$ cat src/rtl/load_store_unit.sv
// Load/store unit: turns the ALU address into a handshaked data-memory access,
// stalls the core while it runs, and returns the extended load value.
module load_store_unit #(
    parameter int TIMEOUT = 255
) (
    input  logic        clk,
    input  logic        rst_n,
    input  logic [31:0] ALUResult,
    input  logic [31:0] WriteData,
    input  logic        MemRead,
    input  logic        MemWrite,
    input  logic [2:0]  funct3,
    output logic [31:0] ReadData,
    output logic        Stall,
    output logic        MisalignErr,
    output logic        BusErr,
    output logic        mem_req,
    output logic        mem_we,
    output logic [31:0] mem_addr,
    output logic [3:0]  mem_be,
    output logic [31:0] mem_wdata,
    input  logic        mem_ready,
    input  logic [31:0] mem_rdata
);

    typedef enum logic [1:0] {
        IDLE = 2'd0,
        REQ  = 2'd1,
        DONE = 2'd2
    } state_t;

    localparam logic [15:0] LAST = 16'(TIMEOUT - 1);

    state_t      state;
    logic [15:0] cnt;
    logic [1:0]  off_q;
    logic [2:0]  f3_q;

    logic        access;
    logic        is_store;
    logic        f3_ok;
    logic        aligned;
    logic        launch;
    logic [3:0]  st_be;
    logic [31:0] st_data;
    logic [7:0]  ld_byte;
    logic [15:0] ld_half;
    logic [31:0] ld_val;

    assign access   = MemRead | MemWrite;
    assign is_store = MemWrite;

    // Stores have no unsigned variants, so 100/101 are only legal for loads.
    always_comb begin
        f3_ok = 1'b0;
        case (funct3)
            3'b000, 3'b001, 3'b010: f3_ok = 1'b1;
            3'b100, 3'b101:         f3_ok = ~is_store;
            default:                f3_ok = 1'b0;
        endcase
    end

    always_comb begin
        aligned = 1'b1;
        case (funct3[1:0])
            2'b01:   aligned = ~ALUResult[0];
            2'b10:   aligned = (ALUResult[1:0] == 2'b00);
            default: aligned = 1'b1;
        endcase
    end

    assign launch      = (state == IDLE) && access && f3_ok && aligned;
    assign MisalignErr = (state == IDLE) && access && !(f3_ok && aligned);
    assign Stall       = launch || (state == REQ);

    always_comb begin
        st_be   = 4'b1111;
        st_data = WriteData;
        case (funct3[1:0])
            2'b00: begin
                st_be   = 4'b0001 << ALUResult[1:0];
                st_data = {4{WriteData[7:0]}};
            end
            2'b01: begin
                st_be   = ALUResult[1] ? 4'b1100 : 4'b0011;
                st_data = {2{WriteData[15:0]}};
            end
            default: begin
                st_be   = 4'b1111;
                st_data = WriteData;
            end
        endcase
    end

    always_comb begin
        ld_byte = mem_rdata[7:0];
        case (off_q)
            2'd0:    ld_byte = mem_rdata[7:0];
            2'd1:    ld_byte = mem_rdata[15:8];
            2'd2:    ld_byte = mem_rdata[23:16];
            default: ld_byte = mem_rdata[31:24];
        endcase
        ld_half = off_q[1] ? mem_rdata[31:16] : mem_rdata[15:0];
        ld_val  = mem_rdata;
        case (f3_q)
            3'b000:  ld_val = {{24{ld_byte[7]}}, ld_byte};
            3'b100:  ld_val = {24'h0, ld_byte};
            3'b001:  ld_val = {{16{ld_half[15]}}, ld_half};
            3'b101:  ld_val = {16'h0, ld_half};
            default: ld_val = mem_rdata;
        endcase
    end

    always_ff @(posedge clk or negedge rst_n) begin
        if (!rst_n) begin
            state     <= IDLE;
            cnt       <= 16'h0;
            off_q     <= 2'b00;
            f3_q      <= 3'b000;
            ReadData  <= 32'h0;
            BusErr    <= 1'b0;
            mem_req   <= 1'b0;
            mem_we    <= 1'b0;
            mem_addr  <= 32'h0;
            mem_be    <= 4'h0;
            mem_wdata <= 32'h0;
        end else begin
            BusErr <= 1'b0;
            case (state)
                IDLE: begin
                    if (launch) begin
                        state     <= REQ;
                        mem_req   <= 1'b1;
                        mem_we    <= is_store;
                        mem_addr  <= {ALUResult[31:2], 2'b00};
                        mem_be    <= is_store ? st_be : 4'b1111;
                        mem_wdata <= is_store ? st_data : 32'h0;
                        off_q     <= ALUResult[1:0];
                        f3_q      <= funct3;
                    end
                end
                REQ: begin
                    if (mem_ready) begin
                        state   <= DONE;
                        mem_req <= 1'b0;
                        if (!mem_we) begin
                            ReadData <= ld_val;
                        end
                    end else if (cnt == LAST) begin
                        state    <= DONE;
                        mem_req  <= 1'b0;
                        ReadData <= 32'h0;
                        BusErr   <= 1'b1;
                        cnt      <= cnt + 16'd1;
                    end else begin
                        cnt <= cnt + 16'd1;
                    end
                end
                DONE: begin
                    state <= IDLE;
                    cnt   <= 16'h0;
                end
                default: state <= IDLE;
            endcase
        end
    end

endmodule

$ cat config.mk
export PLATFORM = sky130hd
export DESIGN_NAME = load_store_unit
export DESIGN_NICKNAME = d
export VERILOG_FILES = /design/src/rtl/load_store_unit.sv
export SDC_FILE = /design/constraint.sdc
export NUM_CORES = 1
export LEC_CHECK = 0
export BUFFER_PORTS_ARGS = -buffer_cell sky130_fd_sc_hd__buf_2
export CELL_PAD_IN_SITES_DETAIL_PLACEMENT = 2
export CELL_PAD_IN_SITES_GLOBAL_PLACEMENT = 2
export CORE_MARGIN = 1.5
export CORE_UTILIZATION = 28
export DETAILED_ROUTE_END_ITERATION = 8
export GPL_TIMING_DRIVEN = 0
export HOLD_SLACK_MARGIN = 0.05
export PLACE_DENSITY = 0.87
export SYNTH_ARGS = -nofsm -noshare
export SYNTH_HDL_FRONTEND = slang
export SYNTH_SLANG_ARGS = --single-unit
$ cat constraint.sdc
create_clock -name clk -period 1.9 [get_ports clk]
set_clock_uncertainty 0.1 [all_clocks]
set_input_delay 0.19 -clock clk [delete_from_list [all_inputs] [get_ports clk]]
set_output_delay 0.19 -clock clk [all_outputs]
set_load 0.005 [all_outputs]
======== Yosys cells after proc, flatten, opt, wreduce, memory -nomap -nowiden ========
Index checks and enable logic that the tools add are counted.
word-level totals
  register bits ........................... 124
  input port bits ......................... 104
  output and inout port bits .............. 105
  word-level logic and storage cells ...... 83
cells by class
  $add $sub $neg .......................... 1
  equality and inequality tests ........... 18
  shift operators ......................... 1
  mux-type cells .......................... 26
  bitwise operators ....................... 3
  reductions and logical operators ........ 23
operators by type and width
  kind                     number
  $mux W32                 4
  $pmux W32 S4             1
  $pmux W32 S2             1
  $mux W16                 2
  $pmux W16 S2             1
  $pmux W8 S3              1
  $add A16 B1 Y16 const B  1
  $eq A16 B8 Y1 const B    1
  $eq A3 B3 Y1 const B     4
  $logic_not A2 Y1         4
  $mux W4                  2
  $pmux W4 S2              1
  $eq A2 B1 Y1 const B     3
  $eq A2 B2 Y1 const B     3
  $eq A3 B1 Y1 const B     2
  $logic_not A3 Y1         2
  $mux W1                  6
  $mux W2                  3
  $ne A2 B2 Y1 const B     3
  $pmux W1 S2              3
  $reduce_and A2 Y1        3
  $reduce_and A3 Y1        2
  $reduce_bool A2 Y1       3
  $logic_and A1 B1 Y1      5
  10 further kinds         11

======== Depth between registers and ports, before layout ========
Gate-level depths: netlist of run 1.
  word-level depth ........................ 7
  gate-level depth with buffers ........... 9
  mapped depth without buffers ............ 6

======== Worst setup path before layout of run 1 ========
Ideal clock, no wire load.
  kind .................................... flip-flop to flip-flop
  start ................................... register cnt[8]
  end ..................................... register ReadData[2]
  library setup time ...................... 0.126 ns
  data arrival time ....................... 1.804 ns
  required time ........................... 1.674 ns
  path slack .............................. -0.129 ns
  cell stages (with the launch flop) ...... 6
  path buffers ............................ 1
  period minus slack after synthesis ...... 2.029 ns
  path through ............................ dfrtp_1 > or4_4 > nor4_4 > a21oi_2 > buf_6 > a221o_1
on the way
  cells in the longest elaborated chain, start to end .. 3
ends and longest elaborated chain
  item                                 line  source
  start: declaration                   35    logic [15:0] cnt;
  start signal: assignment             154   cnt <= cnt + 16'd1;
  start signal: assignment             156   cnt <= cnt + 16'd1;
  $eq A16 B8 Y1                        149   end else if (cnt == LAST) begin
  $reduce_bool A2 Y1 (no source line)  n/a
  $reduce_and A3 Y1 (no source line)   n/a
  end signal: assignment               147   ReadData <= ld_val;
  end: declaration                     13    output logic [31:0] ReadData,
Every way passes these cells.
A chain may end at the register's enable or synchronous reset.

======== Worst setup path in the final report of run 1 ========
  start ................................... register cnt[0]
  end ..................................... register ReadData[1]
The elaborated chain is that of the path after synthesis.

==> key figures, run 1 <==
Clock network
  • CTS clk-pin slew, worst paths: 70 ps
  • Clk buf depth: 2
  • Cts bufs inserted: 17
  • CTS sink count: 124
  • Root buf cell: clkbuf_16
  • CTS tree: yes
  • H-tree Lvls: 4
  • Worst-skew pair later-pin latency: 420 ps

Logic synthesis
  • Synth top cells by count: dfrtp_1, mux2_2, nor2_1, o21ai_0, nand2_1
  • Syn avg cell area: 10.8 um2
  • Top post-synthesis cells by area: dfrtp_1, mux2_2, o21ai_0, nor2_1, nand2_1
  • Area share of the largest cell type after synthesis: a little over half
  • Biggest area consumer among synthesized cells: dfrtp_1
  • Flop and latch count out of synthesis: 124
  • Mapped Area: roughly 6000 um2
  • Top_reg_cell synth: dfrtp_1
  • Post-synth EDFFs: 0
  • Yosys warns: 0
  • Ys async rst share: 100%
  • Register area share after synthesis: 52.0%
  • Post-synth cell types: 52
  • Synthesized instance count: about 550
  • Most common cell in the netlist: dfrtp_1

Run status
  • Failing checks: negative setup slack
  • Outcome: finished, violations left

Timing
  • Normalized max-slew margin: just over 60%
  • Fin. max-slew vios: 0
  • Fin. Hold Viols: 0
  • Final count of negative-setup-slack endpoints: 34
  • Worst-Margin Slew: between 500 and 600 ps
  • Fmax: 491 MHz
  • Min Clock Period, post-route: between 2000 and 2500 ps
  • RSZ-0062 raised after global routing: true
  • Final Cycle Share: 107%
  • Fin worst setup slack: -139 ps

Final layout
  • Area of the multi-input gates: 2800 um2
  • Area Growth Syn to Fin: 53.2%
  • Share of cells above drive strength 1: 44.4%
  • Finished Cell Area: a little over 9000 um2
  • N_diodes: 0
  • Fill count: between 2000 and 2500
  • FF/Latch Area: between 3000 and 4000 um2
  • Post-Route Utilization: ~44%
  • Final layout net count: 982

Global routing
  • Number of global-route vias before repair: 6787
  • Tot GR Track Use: 23.0%
  • First-pass GRT wire length: 38600 um
  • Initial antenna violation count: 2
  • Global route overflow: 0
  • Largest net degree at the start of global routing: 80

Detailed routing
  • Final ANT Viol Nets: 0
  • Top Metal Used: met5
  • DRT met1 WL: 9920 um
  • DRT Wirelength: 25900 um
  • Met2 routed WL: around 14000 um
  • Routed vias: 5827
  • WL/cell: 22.3 um
  • Number of DRC markers in iteration 0: 230
  • Met3 wire len: around 1200 um
  • Remaining DRCs: 0
  • Mean number of vias per cell: approximately 5
  • DRT Pass-1 Iters: 6

Placement
  • Area post-placement: 7380 um2
  • Input/output buffers: between 200 and 250
  • Dpl hpwl: 15600 um
  • Routability cong.: 0.800

Floorplanning
  • Die area: 22200 um2
  • Initial Util: 28.5%
  • Row count: 53
  • Core Footprint: 21000 um2
  • Die Y: 149 um
  • Die X: 149 um
  • Ports: 209

Power and ir drop
  • Leakage power: 4.37 nW
  • Peak supply drop: between 0.5 and 0.6 mV
  • PwrDens: 1280 nW/um2
  • Overall power: 0.0117 W

Critical path
  • Critical path launch point: cnt[0]$_DFFE_PN0P_
  • Setup crit end kind: register
  • Worst EP arrival: 2240 ps
  • Worst Path Max Fanout: 5
  • Worst reg2reg endpoint: ReadData[1]$_DFFE_PN0P_
  • CP Class: register to register
  • Worst Path Required: 2100 ps
  • CP Launch Type: register
  • Register-to-Register Path Depth: 7
  • Reg-to-Reg Start: cnt[0]$_DFFE_PN0P_
  • FF-to-FF setup slack: -140 ps
  • Worst Setup EP: ReadData[1]$_DFFE_PN0P_

Hold path
  • Worst min path class: primary input to register
  • Worst Hold Depth: 3

Job
  • Max cap viols: 0
==> repair_timing <==
action                     in CTS  in global routing
hold endpoints to repair      122                  0
pin swaps                      10                  7
hold buffers                   78                  0
setup buffers                  10                 10
setup endpoints to repair     121                 91
gates resized for setup        52                 36
cloned                          1                  0
==> worst max-delay path, cell delays in order, from the launching register on <==
cell      delay [ps]
dfrtp_2          440
inv_2             80
ha_4             130
nand4b_1         160
nor4_4           400
a21oi_4          140
buf_6            140
a221o_1          330
==> layout by cell type (no fill, tap or decap), drive strengths merged, types with 10 or more instances in the layout <==
| cell type | n |
|---|---|
| dlygate4sd3 | 78 |
| dfrtp | 124 |
| clkbuf | 34 |
| inv | 26 |
| o21ai | 50 |
| o2bb2ai | 17 |
| buf | 243 |
| mux2 | 71 |
| nor2 | 51 |
| a21oi | 11 |
| a22o | 10 |
| mux2i | 14 |
| nand2 | 44 |
| nand3 | 10 |
| nor3 | 11 |
==> where the power goes <==
group          total [W]  switching [W]  internal [W]
combinational    0.00408        0.00203       0.00205
clock            0.00320        0.00138       0.00182
sequential       0.00441       0.000750       0.00366
==> worst min path at each step <==
stage                  startpoint                       end
floorplan                   rst_n          BusErr$_DFF_PN0_
detailed placement          rst_n       cnt[14]$_DFFE_PN0P_
CTS                 mem_rdata[20]  ReadData[20]$_DFFE_PN0P_
global placement     ALUResult[8]   mem_addr[8]$_DFFE_PN0P_
global route        mem_rdata[20]  ReadData[20]$_DFFE_PN0P_
finish              mem_rdata[20]  ReadData[20]$_DFFE_PN0P_
==> stage by stage <==
stage          setup WS, ps  setup TNS [ps]  std cells  hold slack, ps
4_1_cts                -243           -5790       1153            55.0
3_3_place_gp          -1290         -223580       1034             321
3_5_place_dp           -874          -70550       1035            64.4
2_1_floorplan         -39.3           -1270        553            -206
6_report               -139           -2640       1161            42.5
5_1_grt                -191           -5100       1161            61.1
==> registers in the layout, summed over array words and instances, names as in the netlist <==
name and count:
BusErr 1, mem_addr 30, f3_q 3, ReadData 32, mem_we 1, mem_wdata 32, mem_be 4, off_q 2
cnt 16, state 2, mem_req 1
==> kinds of logic (layout without fill, tap and decap cells) <==
family | Yosys count | in the layout | share of synthesized area (%)
compound gates | 130 | 130 | 14.8
xor+xnor | 1 | 1 | 0.147
fa+ha+maj | 5 | 5 | 1.05
buf+inv | 58 | 391 | 4.09
flops | 124 | 124 | 52.0
mux | 86 | 86 | 16.1
other cells | 1 | 2 | 0.0629
simple gates | 147 | 147 | 11.7
==> routing by layer <==
layer	track usage (%)	vias to the layer above
met1	24.7	2978
met5	0	-
met2	43.4	189
li1	-	2606
met3	5.72	50
met4	8.12	4
==> final cells by class <==
type / instances / area share, %
Inverter: 21 / 0.863
Timing Repair Buffer: 306 / 22.0
Clock inverter: 15 / 1.53
Multi-Input combinational cell: 371 / 30.7
Sequential cell: 124 / 34.0
Tap cell: 275 / 3.77
Buffer: 32 / 2.51
Clock buffer: 17 / 4.66
No activity file was read; power rests on OpenSTA's default activity.
==> run 2, diff against run 1 <==
==> constraint.sdc (replaced) <==
create_clock -name clk -period 1.9 [get_ports clk]
set_clock_uncertainty 0.1 [all_clocks]
set_input_delay 0.57 -clock clk [delete_from_list [all_inputs] [get_ports clk]]
set_output_delay 0.57 -clock clk [all_outputs]
set_load 0.005 [all_outputs]
==> run 2 against run 1 <==
- the flow still finishes with violations (negative setup slack)
- sequential cell count is the same
- wire length up 4.3%
- die area unchanged
- count of clock-buffer cells in the layout is the same
- non-clock buffer count fell by 41
- utilization is 1.2 points higher
- setup slack lost 390 ps
==> key figures, run 2 (synthesis results as in run 1) <==
Power and ir drop
  • PwrDens: 1360 nW/um2 (+6.7%)
  • Peak supply drop: 0.727 mV (+24%)
  • Leakage power: 4.61 nW (+5.5%)

Global routing
  • Global route overflow: 0 (unchanged)
  • Largest net degree at the start of global routing: 65 (-19%)
  • Tot GR Track Use: 21.8% (-1.2 points)
  • Met1 Use GR: 23.9% (-0.80 points)
  • Met2 usage: 39.3% (-4.1 points)
  • Initial antenna violation count: 1 (-1)
  • Busiest grt layer: met2
  • Number of global-route vias before repair: 6376 (-6.1%)
  • First-pass GRT wire length: 36500 um (-5.3%)
  • Met3 Use GR: 6.57% (+0.86 points)

Job
  • Max cap viols: 0 (unchanged)

Run status
  • Outcome: finished, violations left
  • Failing checks: negative setup slack

Detailed routing
  • Number of DRC markers in iteration 0: 201 (-13%)
  • Final ANT Viol Nets: 0 (unchanged)
  • Mean number of vias per cell: 5.15 (+2.5%)
  • Remaining DRCs: 0 (unchanged)
  • DRT Wirelength: 27000 um (+4.3%)
  • Routed vias: 5759 (-1.2%)
  • DRT Pass-1 Iters: 4 (-2)
  • WL/cell: 24.1 um (+8.2%)

Timing
  • Worst-Margin Slew: 638 ps (+43.4 ps)
  • Fin. max-slew vios: 0 (unchanged)
  • Total negative slack: -18270 ps (-15620 ps)
  • Final count of negative-setup-slack endpoints: 90 (+160%)
  • Final Cycle Share: 128% (+21 points)
  • Fmax: 412 MHz (-16%)
  • RSZ-0062 raised after global routing: true
  • Fin worst setup slack: -530 ps (-391 ps)
  • Fin. Hold Viols: 0 (unchanged)
  • Min Clock Period, post-route: 2430 ps (+391 ps)
  • Normalized max-slew margin: 57.4% (-2.9 points)

Final layout
  • Area Growth Syn to Fin: 57.6%
  • Post-Route Utilization: 44.8% (+1.2 points)
  • N_diodes: 0 (unchanged)
  • Fill count: 2200 (-1.3%)
  • Regs by FF count: ReadData: 32 flops, mem_wdata: 32 flops, mem_addr: 30 flops
  • Final layout net count: 941 (-4.2%)
  • Most common cell after layout, fill and taps aside: buf_2
  • Commonest cells after routing, fill and taps aside: buf_2, dfrtp_1, nor2_1
  • Share of cells above drive strength 1: 54.5% (+10 points)

Clock network
  • Root buf cell: clkbuf_16
  • CTS clk-pin slew, worst paths: 60 ps (about the same)
  • CTS tree: yes
  • Clk buf depth: 2 (unchanged)
  • Cts bufs inserted: 17 (unchanged)
  • H-tree Lvls: 4 (unchanged)
  • CTS sink count: 124 (unchanged)
  • Worst-skew pair later-pin latency: 430 ps (about the same)

Placement
  • Dpl hpwl: 15700 um (+0.45%)
  • Input/output buffers: 206 (unchanged)
  • Setup WS pre-CTS: -1030 ps (-153 ps)
  • Routability cong.: 0.781 (-2.3%)

Floorplanning
  • Initial Util: 28.5% (unchanged)
  • Die area: 22200 um2 (unchanged)
  • Core Footprint: 21000 um2 (unchanged)
  • Die Y: 149 um (unchanged)
  • Ports: 209 (unchanged)
  • Die X: 149 um (unchanged)
  • Row count: 53 (unchanged)

Critical path
  • Worst EP arrival: 1760 ps (-480 ps)
  • Worst Path Required: 1230 ps (-870 ps)
  • Setup crit end kind: primary output
  • CP Launch Type: primary input
  • Worst Path Max Fanout: 3 (-2)
  • CP Class: primary input to primary output

Hold path
  • Worst min path class: primary input to register
-- run 2: worst paths after layout --
path | cells past startpoint | slack (ps) | startpoint | end
max | 11 | -530 | funct3[0] | Stall
min | 2 | 270 | ALUResult[24] | mem_addr[24]$_DFFE_PN0P_
max reg2reg | 9 | -410 | state[1]$_DFFE_PN0P_ | ReadData[0]$_DFFE_PN0P_
min reg2reg | 1 | 390 | ReadData[9]$_DFFE_PN0P_ | ReadData[9]$_DFFE_PN0P_
max in group asynchronous | 3 | 360 | rst_n | mem_wdata[2]$_DFFE_PN0P_
min in group asynchronous | 2 | 590 | rst_n | cnt[14]$_DFFE_PN0P_
-- run 2: per-layer routing --
| layer | part of all wire (%) | vias up |
|---|---|---|
| li1 | - | 2531 |
| met1 | 39 | 2957 |
| met2 | 52 | 208 |
| met3 | 6.0 | 61 |
| met4 | 3.1 | 2 |
| met5 | 0.044 | - |
-- run 2: through the flow --
stage | cell area (um2) | cells | power [W] | hold slack, ps
2_1_floorplan | 6060 | 553 | 0.00607 | 174
3_3_place_gp | 7440 | 1034 | 0.00772 | 364
3_5_place_dp | 7470 | 1035 | 0.00795 | 368
4_1_cts | 8750 | 1092 | 0.0120 | 260
5_1_grt | 9400 | 1119 | 0.0134 | 257
6_report | 9400 | 1119 | 0.0128 | 267
-- run 2: final cells by class --
| cell class | instances | area, um2 | area share (%) |
|---|---|---|---|
| Timing Repair Buffer | 266 | 1770 | 18.9 |
| Clock inverter | 14 | 198 | 2.10 |
| Buffer | 31 | 273 | 2.90 |
| Tap cell | 275 | 344 | 3.66 |
| Sequential cell | 124 | 3110 | 33.1 |
| Inverter | 21 | 98.8 | 1.05 |
| Multi-Input combinational cell | 371 | 3170 | 33.8 |
| Clock buffer | 17 | 425 | 4.53 |
-- run 2: worst max-delay path, stage by stage --
cell and delay, ps:
buf_12 90, inv_8 30, ha_4 150, buf_6 110
nor3_4 180, o22ai_2 100, nand3_2 110, buf_6 120
buf_12 100, o21ai_4 40, buf_2 130
-- run 2: where the power goes --
group,switching (W),internal (W),leakage [nW]
registers,0.000777,0.00366,1.54
clock network,0.00137,0.00219,0.287
logic,0.00230,0.00253,2.78
-- run 2: timing repair --
action	CTS	global route
setup buffers	24	31
pin swaps	14	25
hold endpoints to repair	7	0
cloned	5	1
setup endpoints to repair	121	106
gates resized for setup	101	127
hold buffers	1	0
==> run 3, diff against run 2 <==
Settings changed: ABC_AREA from default to 1, CORE_UTILIZATION 28 to 25.
==> run 3 against run 2 <==
- the flow still finishes with violations (negative setup slack)
- final cell count up 26%
- critical path depth unchanged
- clock power shrank 6%
- maximum frequency up 7.9%
- die area is 16% higher
- via count rose by 15%
- global-route usage decreased by 1.5 points
- non-clock buffer count shrank 44
- first-iteration DRC count shrank 8.5%
- sequential share of layout area up 3.5 points
- sequential power fell by 3%
==> key figures, run 3 <==
Power and ir drop
  • PwrDens: 1380 nW/um2 (+1.5%)
  • Overall power: 0.0117 W (-8.4%)
  • Leakage power: 4.64 nW (+0.84%)
  • Clock share of power: 28.6% (+0.8 points)
  • Switching Fraction: 37.6% (+3.0 points)
  • Peak supply drop: 0.522 mV (-28%)
  • Sequential power share: 36.5% (+1.9 points)
  • Internal power: 0.00733 W (-13%)
  • Net Sw Power: 0.00441 W (-0.57%)
  • Combinational group share of total power: 34.8% (-2.9 points)

Logic synthesis
  • Syn avg cell area: 7.34 um2 (-32%)
  • Synth top cells by count: nand2_1, dfrtp_1, o21ai_0, nor2_1, inv_1
  • Yosys warns: 0 (unchanged)
  • Top post-synthesis cells by area: dfrtp_1, nand2_1, o21ai_0, nor2_1, inv_1
  • Post-synth cell types: 30 (-42%)
  • Top_reg_cell synth: dfrtp_1
  • Post-synth EDFFs: 0 (unchanged)
  • Most common cell in the netlist: nand2_1
  • Ys async rst share: 100% (unchanged)
  • Flop and latch count out of synthesis: 124 (unchanged)
  • Biggest area consumer among synthesized cells: dfrtp_1
  • Synthesized instance count: 846 (+53%)
  • Register area share after synthesis: 50.0% (-2.0 points)
  • Area share of the largest cell type after synthesis: 50.0% (-2.0 points)
  • Mapped Area: 6210 um2 (+4.1%)

Clock network
  • CTS sink count: 124 (unchanged)
  • Root buf cell: clkbuf_16
  • Worst-skew pair later-pin latency: 420 ps (about the same)
  • CTS tree: yes
  • Cts bufs inserted: 17 (unchanged)
  • CTS clk-pin slew, worst paths: 60 ps (about the same)
  • Clk buf depth: 2 (unchanged)
  • H-tree Lvls: 4 (unchanged)

Final layout
  • Share of cells above drive strength 1: 27.0% (-28 points)
  • Area Growth Syn to Fin: 36.6%
  • Fill count: 2876 (+31%)
  • Finished Cell Area: 8480 um2 (-9.7%)
  • FF/Latch Area: 3100 um2 (-0.24%)
  • Most common cell after layout, fill and taps aside: nand2_1
  • Area of the multi-input gates: 2760 um2 (-13%)
  • Final layout net count: 1186 (+26%)
  • Regs by FF count: ReadData: 32 flops, mem_wdata: 32 flops, mem_addr: 30 flops
  • Post-Route Utilization: 34.9% (-10 points)
  • Commonest cells after routing, fill and taps aside: nand2_1, buf_2, dfrtp_1

Critical path
  • CP Launch Type: primary input
  • Worst EP arrival: 1580 ps (-180 ps)
  • Setup crit end kind: primary output
  • Worst Path Required: 1230 ps (about the same)
  • Worst Path Max Fanout: 3 (unchanged)
  • CP Class: primary input to primary output

Detailed routing
  • Remaining DRCs: 0 (unchanged)
  • Number of DRC markers in iteration 0: 184 (-8.5%)
  • Final ANT Viol Nets: 0 (unchanged)
  • DRT Wirelength: 25600 um (-5.3%)
  • Met3 wire len: 1450 um (-10%)
  • Routed vias: 6604 (+15%)
  • Met2 routed WL: 13100 um (-7.0%)
  • WL/cell: 18.1 um (-25%)
  • Mean number of vias per cell: 4.67 (-9.3%)
  • DRT met1 WL: 10600 um (+1.5%)
  • Top Metal Used: met4
  • DRT Pass-1 Iters: 4 (unchanged)

Timing
  • Final Cycle Share: 119% (-9.3 points)
  • Final count of negative-setup-slack endpoints: 32 (-64%)
  • Normalized max-slew margin: 56.2% (-1.2 points)
  • Min Clock Period, post-route: 2250 ps (-177 ps)
  • Total negative slack: -1430 ps (+16840 ps)
  • Worst-Margin Slew: 657 ps (+18.5 ps)
  • RSZ-0062 raised after global routing: true
  • Fin. Hold Viols: 0 (unchanged)
  • Fin. max-slew vios: 0 (unchanged)
  • Fmax: 444 MHz (+7.9%)
  • Fin worst setup slack: -353 ps (+177 ps)

Global routing
  • Initial antenna violation count: 0 (-1)
  • Number of global-route vias before repair: 7535 (+18%)
  • Global route overflow: 0 (unchanged)
  • Largest net degree at the start of global routing: 87 (+34%)
  • First-pass GRT wire length: 40800 um (+12%)
  • Tot GR Track Use: 20.3% (-1.5 points)

Placement
  • Dpl hpwl: 19400 um (+24%)
  • Routability cong.: 0.790 (+1.1%)
  • Area post-placement: 7730 um2 (+3.5%)
  • Input/output buffers: 205 (-0.49%)

Floorplanning
  • Initial Util: 25.5% (-2.9 points)
  • Core Footprint: 24300 um2 (+16%)
  • Die Y: 161 um (+7.8%)
  • Die area: 25800 um2 (+16%)
  • Ports: 209 (unchanged)
  • Row count: 57 (+7.5%)
  • Die X: 161 um (+7.8%)

Hold path
  • Worst min path class: primary input to register

Run status
  • Outcome: finished, violations left
  • Failing checks: negative setup slack

Job
  • Max cap viols: 0 (unchanged)
## run 3: cells by family after synthesis
kind of cell               after synthesis  synth area share, %
other                                    1               0.0604
and+or+nand+nor                        489                 31.3
buffers and inverters                   97                 6.83
adders and majority gates                5                 1.01
AOI/OAI and AO/OA                      130                 10.8
DFF                                    124                 50.0
## run 3: power by group through the flow
| stage | clock [W] | combinational, W | sequential [W] |
|---|---|---|---|
| 2_1_floorplan | 0 | 0.00191 | 0.00428 |
| 4_1_cts | 0.00344 | 0.00411 | 0.00430 |
| 3_5_place_dp | 0 | 0.00400 | 0.00433 |
| 6_report | 0.00336 | 0.00409 | 0.00429 |
| 5_1_grt | 0.00354 | 0.00463 | 0.00441 |
| 3_3_place_gp | 0 | 0.00375 | 0.00426 |
## run 3: worst paths after layout
path / startpoint / to / slack [ps] / cells past startpoint
worst max-delay path: funct3[0] / Stall / -350 / 11
worst min-delay path: ALUResult[16] / mem_addr[16]$_DFFE_PN0P_ / 240 / 3
worst max register to register: state[1]$_DFFE_PN0P_ / ReadData[15]$_DFFE_PN0P_ / -60 / 9
worst min register to register: mem_req$_DFFE_PN0P_ / mem_req$_DFFE_PN0P_ / 370 / 2
max in group asynchronous: rst_n / mem_req$_DFFE_PN0P_ / 370 / 3
min in group asynchronous: rst_n / mem_addr[31]$_DFFE_PN0P_ / 520 / 2
## run 3: through the flow
step / hold slack [ps] / cells / worst slack (ps)
2_1_floorplan: 174 / 847 / -229
3_3_place_gp: 352 / 1376 / -1660
3_5_place_dp: 364 / 1377 / -836
4_1_cts: 224 / 1414 / -414
5_1_grt: 243 / 1414 / -423
6_report: 236 / 1415 / -353
## run 3: metal layers
| layer | track usage (%) | vias up |
|---|---|---|
| li1 | - | 3117 |
| met1 | 24.0 | 3267 |
| met2 | 36.7 | 185 |
| met3 | 4.96 | 35 |
| met4 | 5.56 | 0 |
| met5 | 0 | - |
## run 3: timing repair
item / in CTS / in global routing
hold buffers: 1 / 0
endpoints found under the hold margin: 38 / 0
setup buffers: 5 / 0
pin swaps: 7 / 5
setup endpoints to repair: 79 / 85
gates cloned: 0 / 0
gates resized for setup: 15 / 22
## run 3: cell type report
| type | instances | share of cell area, % |
|---|---|---|
| Multi-Input combinational cell | 626 | 32.6 |
| Timing Repair Buffer | 212 | 13.4 |
| Buffer | 41 | 2.91 |
| Tap cell | 324 | 4.78 |
| Clock buffer | 21 | 5.31 |
| Inverter | 55 | 2.73 |
| Clock inverter | 11 | 1.70 |
| Antenna cell | 1 | 0.0295 |
| Sequential cell | 124 | 36.6 |
## run 3: critical path, stage by stage
cell	delay [ps]
buf_12	110
clkinv_8	50
ha_4	130
inv_2	30
o21ai_2	110
nand2_1	80
nor2_2	130
nand2_4	80
buf_12	140
nand2_4	50
buf_6	80
